<file path="config.mk">
export PLATFORM = sky130hd
export DESIGN_NAME = alu_serial
export DESIGN_NICKNAME = d
export VERILOG_FILES = /design/src/rtl/alu_serial.sv
export SDC_FILE = /design/constraint.sdc
export NUM_CORES = 1
export LEC_CHECK = 0
export ABC_AREA = 1
export CORE_AREA = 2 2 64 66
export CTS_CLUSTER_DIAMETER = 40
export DETAILED_ROUTE_END_ITERATION = 7
export DIE_AREA = 0 0 66 68
export DONT_BUFFER_PORTS = 1
export PLACE_DENSITY_LB_ADDON = 0.2
export RECOVER_POWER = 50
export SYNTH_ARGS = -nofsm -noshare
export SYNTH_HDL_FRONTEND = slang
export SYNTH_SLANG_ARGS = --single-unit
</file>
<file path="constraint.sdc">
create_clock -name clk -period 3.85 [get_ports clk]
set_clock_uncertainty 0.1 [all_clocks]
set_input_delay 0.385 -clock clk [delete_from_list [all_inputs] [get_ports clk]]
set_output_delay 0.385 -clock clk [all_outputs]
set_load 0.01 [all_outputs]
</file>
<file path="src/rtl/alu_serial.sv">
// Bit-serial ALU: LSB-first, one bit per clock through a single slice and carry register.
// Optional SUB mode (mode 101) is built only when ALU_SUB_EN is defined.
module alu_serial #(
  parameter  int WIDTH = 8,
  localparam int CNT_W = $clog2(WIDTH) + 1
) (
  input  logic             clk,
  input  logic             rst,
  input  logic             start,
  input  logic [2:0]       mode,
  input  logic [WIDTH-1:0] a,
  input  logic [WIDTH-1:0] b,
  input  logic             c_in,
  output logic             busy,
  output logic             done,
  output logic [WIDTH-1:0] result,
  output logic             carry_out,
  output logic             zero,
  output logic             err
);

  typedef enum logic [1:0] {
    S_IDLE = 2'd0,
    S_RUN  = 2'd1,
    S_DONE = 2'd2
  } state_e;

  typedef enum logic [2:0] {
    M_ADD  = 3'b000,
    M_AND  = 3'b001,
    M_OR   = 3'b010,
    M_XOR  = 3'b011,
    M_XNOR = 3'b100,
    M_SUB  = 3'b101
  } mode_e;

  state_e           r_state;
  state_e           w_state_nxt;

  logic [WIDTH-1:0] r_a;
  logic [WIDTH-1:0] r_b;
  logic [2:0]       r_mode;
  logic             r_carry;
  logic [CNT_W-1:0] r_cnt;
  logic [WIDTH-1:0] r_shift;

  logic [WIDTH-1:0] r_result;
  logic             r_carry_out;
  logic             r_zero;
  logic             r_err;

  logic             w_last;
  logic             w_legal;
  logic             w_arith;
  logic             w_seed;
  logic             w_b_bit;
  logic             w_sum;
  logic             w_cgen;
  logic             w_bit;
  logic [WIDTH-1:0] w_shift_nxt;

  assign w_last = (r_cnt == CNT_W'(WIDTH - 1));

  // ---------------- FSM: state register ----------------
  always_ff @(posedge clk) begin
    if (rst) begin
      r_state <= S_IDLE;
    end else begin
      r_state <= w_state_nxt;
    end
  end

  // ---------------- FSM: next state ----------------
  always_comb begin
    w_state_nxt = r_state;
    case (r_state)
      S_IDLE:  if (start) w_state_nxt = S_RUN;
      S_RUN:   if (w_last) w_state_nxt = S_DONE;
      S_DONE:  w_state_nxt = S_IDLE;
      default: w_state_nxt = S_IDLE;
    endcase
  end

  // ---------------- FSM: outputs ----------------
  always_comb begin
    busy = 1'b0;
    done = 1'b0;
    case (r_state)
      S_RUN:   busy = 1'b1;
      S_DONE:  done = 1'b1;
      default: ;
    endcase
  end

  // ---------------- mode decode on the captured mode ----------------
  always_comb begin
    w_legal = 1'b0;
    w_arith = 1'b0;
    case (r_mode)
      M_ADD: begin
        w_legal = 1'b1;
        w_arith = 1'b1;
      end
      M_AND, M_OR, M_XOR, M_XNOR: w_legal = 1'b1;
`ifdef ALU_SUB_EN
      M_SUB: begin
        w_legal = 1'b1;
        w_arith = 1'b1;
      end
`endif
      default: ;
    endcase
  end

  // Carry seed at acceptance: c_in for ADD, 1 for SUB (two's complement), 0 otherwise.
  always_comb begin
    w_seed = 1'b0;
    if (mode == M_ADD) w_seed = c_in;
`ifdef ALU_SUB_EN
    if (mode == M_SUB) w_seed = 1'b1;
`endif
  end

  // ---------------- single-bit slice ----------------
  always_comb begin
    w_b_bit = r_b[0];
`ifdef ALU_SUB_EN
    if (r_mode == M_SUB) w_b_bit = ~r_b[0];
`endif
  end

  assign w_sum  = r_a[0] ^ w_b_bit ^ r_carry;
  assign w_cgen = (r_a[0] & w_b_bit) | (r_a[0] & r_carry) | (w_b_bit & r_carry);

  always_comb begin
    w_bit = 1'b0;
    case (r_mode)
      M_ADD:   w_bit = w_sum;
      M_AND:   w_bit = r_a[0] & r_b[0];
      M_OR:    w_bit = r_a[0] | r_b[0];
      M_XOR:   w_bit = r_a[0] ^ r_b[0];
      M_XNOR:  w_bit = ~(r_a[0] ^ r_b[0]);
`ifdef ALU_SUB_EN
      M_SUB:   w_bit = w_sum;
`endif
      default: w_bit = 1'b0;
    endcase
  end

  assign w_shift_nxt = {w_bit, r_shift[WIDTH-1:1]};

  // ---------------- datapath registers ----------------
  // Visible outputs load on the final RUN edge so they are already valid in the DONE cycle.
  always_ff @(posedge clk) begin
    if (rst) begin
      r_a         <= '0;
      r_b         <= '0;
      r_mode      <= '0;
      r_carry     <= 1'b0;
      r_cnt       <= '0;
      r_shift     <= '0;
      r_result    <= '0;
      r_carry_out <= 1'b0;
      r_zero      <= 1'b0;
      r_err       <= 1'b0;
    end else begin
      case (r_state)
        S_IDLE: begin
          if (start) begin
            r_a     <= a;
            r_b     <= b;
            r_mode  <= mode;
            r_carry <= w_seed;
            r_cnt   <= '0;
          end
        end
        S_RUN: begin
          r_a     <= {1'b0, r_a[WIDTH-1:1]};
          r_b     <= {1'b0, r_b[WIDTH-1:1]};
          r_shift <= w_shift_nxt;
          r_cnt   <= r_cnt + CNT_W'(1);
          if (w_arith) r_carry <= w_cgen;
          if (w_last) begin
            r_result    <= w_legal ? w_shift_nxt : '0;
            r_carry_out <= w_arith ? w_cgen : 1'b0;
            r_zero      <= w_legal ? (w_shift_nxt == '0) : 1'b1;
            r_err       <= ~w_legal;
          end
        end
        default: ;
      endcase
    end
  end

  assign result    = r_result;
  assign carry_out = r_carry_out;
  assign zero      = r_zero;
  assign err       = r_err;

endmodule
</file>
; ---- Word level (Yosys, flattened, before mapping)
; Cells that the tools add are included.
[classes]
reduce_logical = 11
n_bitwise = 10
add_sub_neg = 1
eq_ne = 10
mux = 21
[ops]
columns = cell, n
row1 = 8-bit one-hot mux with 2 select lines, 2
row2 = 8-bit 2-to-1 mux, 3
row3 = 1-bit 2-to-1 mux, 9
row4 = 8-bit logical NOT, 1
row5 = 4-bit one-hot mux with 2 select lines, 1
row6 = 2-bit AND reduction, 4
row7 = "3-bit by 2-bit equality test with 1-bit output, second input constant", 2
row8 = 3-bit logical NOT, 2
row9 = "2-bit != test, second input constant", 3
row10 = 1-bit one-hot mux with 5 select lines, 1
row11 = 5-bit OR reduction, 1
row12 = "4-bit by 1-bit adder with 4-bit output, second input constant", 1
row13 = "4-bit by 3-bit equality test with 1-bit output, second input constant", 1
row14 = 2-bit 2-to-1 mux, 2
row15 = 4-bit 2-to-1 mux, 1
row16 = 2-bit one-hot mux with 2 select lines, 1
row17 = 1-bit bitwise AND, 3
row18 = "3-bit by 1-bit equality test with 1-bit output, second input constant", 1
row19 = "3-bit equality test, second input constant", 1
row20 = 1-bit OR, 3
row21 = 3-bit AND reduction, 1
row22 = "2-bit by 1-bit equality test with 1-bit output, second input constant", 1
row23 = "2-bit equality test, second input constant", 1
row24 = 2-bit logical NOT, 1
row25 = other kinds (4), 6
[totals]
inputBits = 23
regBits = 45
out_inout_bits = 13
wordCells = 64

; ---- Depth between registers and ports, before layout
[logic_depth]
depth_word = 5
depth_mapped = 10

; ---- Worst setup path after synthesis
; Ideal clock, no wire load.
[synth_timing]
path_kind = reg-to-reg
start = register r_a[0]
end = register r_shift[7]
setup_time_ns = 0.116
path_slack_ns = 2.389
arrival_time_ns = 1.245
required_ns = 3.634
path_stages_with_launch = 8
path_cell_list = dfxtp_1 -> inv_1 -> fa_1 -> o21ai_0 -> nand2_1 -> nand3_1 -> o211ai_1 -> inv_1
[synth_between]
elab_chain_cells = 3
word_cells_on_any_way = 6
[synth_lines]
columns = element, line
row1 = start: declaration, 40  ; logic [WIDTH-1:0] r_a;
row2 = start signal: assignment, 178  ; r_a <= {1'b0, r_a[WIDTH-1:1]};
row3 = 1-bit bitwise XOR, "132, 141, 142"
row4 = 1-bit bitwise XOR / 1-bit NOT (equally long branches), "132, 142"
row5 = 1-bit one-hot mux with 5 select lines *, 137  ; case (r_mode)
row6 = end signal: assignment, 180  ; r_shift <= w_shift_nxt;
row7 = end: declaration, 45  ; logic [WIDTH-1:0] r_shift;
; Mark *: on every way between the ends. The rest lies on a longest branch, timed or not.
; A chain may end at the register's enable or synchronous reset.

; ---- Worst setup path after layout
[layout_timing]
start = register r_state[0]
end = register r_zero (netlist: zero)
[layout_between]
elab_chain_cells = 2
[layout_lines]
columns = element, line
row1 = start: declaration, 37  ; state_e r_state;
row2 = start signal: assignment, 69  ; r_state <= w_state_nxt;
row3 = 2-bit by 1-bit equality test with 1-bit output, 167  ; case (r_state)
row4 = 2-bit AND reduction (no line), n/a
row5 = end signal: assignment, 186  ; r_zero <= w_legal ? (w_shift_nxt == '0) : 1'b1;
row6 = end: declaration, 49  ; logic r_zero;
; Every way passes these cells.

==> summary.md <==
| Metric | Value |
|---|---|
| Iteration-0 DRC count of the detailed router | `99` |
| Number of iterations in the first detailed-routing pass | `4` |
| DPL Wire Length | `2444 um` |
| Area growth from synthesis to layout | `2.077%` |
| Number of levels in the clock H-tree | `2` |
| Final routed DRC violation total | `0` |
| Areal power density over the cells | `471.4 nW/um^2` |
| Critical path capture point type | `register` |
| Layout cell share with drive strength beyond 1 | `5.039%` |
| Number of enable-type register cells in the synthesized netlist | `0` |
| Top-count cell post-synth | `sky130_fd_sc_hd__nand2_1` |
| Number of nets in the layout | `284` |
| Total Routed Length | `3609 um` |
| Fraction of the cycle the final worst path needs | `69.67%` |
| Setup tns final | `0 ns` |
| Std-Cell Core Area | `3856 um^2` |
| Biggest area contributors in the synthesized netlist | `sky130_fd_sc_hd__dfxtp_1 44%, sky130_fd_sc_hd__a21oi_1 10%, sky130_fd_sc_hd__nand2_1 9.3%, sky130_fd_sc_hd__o21ai_0 8.6%, sky130_fd_sc_hd__inv_1 5.5%` |
| Largest fanout on the critical path | `40` |
| Fraction of synthesized cell area taken by the top area cell type | `44.30%` |
| Y dimension of the die | `68 um` |
| Finish-stage setup viols | `0` |
| Worst vdd rail ir drop | `325.8 uV` |
| Number of max-capacitance violations reported | `0` |
| Number of non-filler instances in the completed layout | `308` |
| Endpoint of the most critical register-to-register path | `zero` |
| Data required time of the worst path | `3.93 ns` |
| Worst setup path endpoint | `zero` |
| Minimum period implied by the final worst setup slack | `2.682 ns` |
| All-Layer GR Usage | `17.15%` |
| Num CTS Buffers | `5` |
| Result of the run | `finished clean` |
| Synthesized instance count | `264` |
| Port bufs | `0` |
| Ant diodes | `0` |
| Hold/Removal Path Class | `in -> reg` |
| Number of nets still failing antenna checks after routing | `0` |
| Leading cell types by count after synthesis | `49 x sky130_fd_sc_hd__nand2_1, 44 x sky130_fd_sc_hd__dfxtp_1, 40 x sky130_fd_sc_hd__a21oi_1, 34 x sky130_fd_sc_hd__o21ai_0, 29 x sky130_fd_sc_hd__inv_1` |
| Final Hold Viols | `0` |
| Setup crit start kind | `register` |
| Die Span X | `66 um` |
| TritonCTS clock tree | `built` |
| Slack of the critical path | `1.168 ns` |
| Place WS | `1.752 ns` |
| Overall die area | `4488 um^2` |
| First-pass GRT wire length | `5954 um` |
| Cell area after placement | `1944 um^2` |
| GRT overflow | `0` |
| Setup CP Type | `reg -> reg` |
| Total nets after synthesis | `291` |
| Vias in the first global route | `1328` |
| Reg-to-reg startpoint | `r_state[0]` |
| Clock-pin slew of the registers on the worst-case setup and hold paths | `0.08 ns` |
| Total number of vias | `1597` |
| Relative slew slack | `19.57%` |
| Vias per std cell | `5.185` |
| Number of setup buffers added after CTS | `0` |
| Final Slew Violations | `0` |
| FP Rows | `23` |
| Count of cell types in the netlist | `28` |
| Largest area contributor in the synthesized netlist | `sky130_fd_sc_hd__dfxtp_1` |
| Number of synthesis warnings | `0` |
| Count of pins on the block boundary | `36` |
| Layout Utilization | `52.63%` |
| Netlist area before placement | `1988 um^2` |
| Post-route cell area | `2029 um^2` |
| Count of clock tree sinks | `44` |
| Launch point of the critical path | `r_state[0]` |
| Average cell area after synthesis | `7.531 um^2` |
| Number of placed instances with taps included | `300` |
| Synthesis-stage register bit count | `44` |
| Unrepaired setup endpoints after global routing | `false` |
| Starting density of the core | `51.56%` |
| Clk Latency, worst-skew pair | `0.29 ns` |
| Pin count of the biggest net entering global routing | `41` |
| Highest achievable clock rate | `372.8 MHz` |
| Quantity of hold-fixing buffers added after cts | `0` |
| Critical path arrival | `2.77 ns` |
| Detail-routed net length per standard cell | `11.72 um` |
| Routability congestion estimate from global placement | `0.7463` |
| R2R depth | `7` |
| Portion of the post-synthesis area used by sequential elements | `44.30%` |
| Share of synthesized flip-flops with an asynchronous set or reset | `0%` |
| Most used flip-flop cell after synthesis | `sky130_fd_sc_hd__dfxtp_1` |
| Static Leak | `0.7972 nW` |
| Antenna violations before repair | `0` |
| Post-cts gate resize count | `0` |
| Slew at the pin closest to its max-slew limit | `1.204 ns` |
| Buffer depth of the longest clock path | `2` |
| Master cell of the clock root buffer | `sky130_fd_sc_hd__clkbuf_8` |
| Register-to-register setup slack | `1.17 ns` |
[metrics by stage]
stage | total power, mW | hold WS, ns
after floorplan | 0.6198 | 0.3239
after global routing | 1.008 | 0.03952
final | 0.9568 | 0.04873
after CTS | 0.9696 | 0.04164
after global placement | 0.6260 | 0.3339
after detailed placement | 0.6285 | 0.3394
[routing by layer]
| metal | global-route usage (%) | up-vias | wire (um) |
|---|---|---|---|
| met5 | 0 | - | 0 |
| met2 | 26.01 | 29 | 1542 |
| met1 | 23.88 | 711 | 1796 |
| li1 | - | 850 | - |
| met3 | 4.112 | 7 | 216 |
| met4 | 6.122 | 0 | 54 |
[state kept, by name, summed over array words and instances, names as in the netlist]
name and flops:
r_b 8, err 1, carry_out 1, zero 1, result 8, r_shift 7, r_mode 3, r_cnt 4
r_state 2, r_carry 1, r_a 8
[worst max-delay path, cell delays in order, from the launching register on]
cell	delay, ns
sky130_fd_sc_hd__dfxtp_1	0.37
sky130_fd_sc_hd__nand2_1	0.69
sky130_fd_sc_hd__nor2_1	0.79
sky130_fd_sc_hd__inv_1	0.34
sky130_fd_sc_hd__nand2_1	0.13
sky130_fd_sc_hd__nand2_1	0.05
sky130_fd_sc_hd__inv_1	0.05
sky130_fd_sc_hd__a21oi_1	0.05
[worst min-delay path by stage]
stage,depth (start not counted),startpoint,slack (ns),endpoint
2_1_floorplan,2,r_b[3],0.32,r_b[3]
3_3_place_gp,2,r_a[2],0.33,r_a[2]
3_5_place_dp,2,r_b[3],0.34,r_b[3]
4_1_cts,1,rst,0.04,result[4]
5_1_grt,1,rst,0.04,result[3]
6_report,1,rst,0.05,r_cnt[1]
[cells by family after synthesis]
family | count (synthesis) | share of synthesized area [%]
simple gates | 85 | 19.38
compound gates | 83 | 21.52
buf+inv | 48 | 11.89
flops | 44 | 44.30
fa+ha+maj | 4 | 2.895
[where the power goes]
part           leakage [nW]  switching (mW)  total (mW)  internal, mW
clock network        0.0552           0.150       0.342         0.193
logic                 0.381          0.0784       0.116        0.0379
registers             0.361          0.0144       0.498         0.484
total                 0.797           0.242       0.957         0.714
[placed cells by master (no fill, tap or decap), drive strengths merged]
cell / n
clkinv: 2
a21oi: 40
fa: 1
nand4: 1
nor2: 16
bufinv: 1
o211ai: 2
clkbuf: 6
nand3: 14
ha: 3
nor3: 3
nand3b: 1
nand2: 50
o21ai: 41
dfxtp: 44
inv: 33
[area by class of cell]
type | count | area, um^2
fillers | 413 | 1827
flip-flops and latches | 44 | 880.8
multi-input cells | 172 | 848.3
inverters | 34 | 130.1
clock buffers | 6 | 72.57
well taps | 50 | 62.56
clock inverters | 2 | 35.03
(Power assumes the default switching activity.)
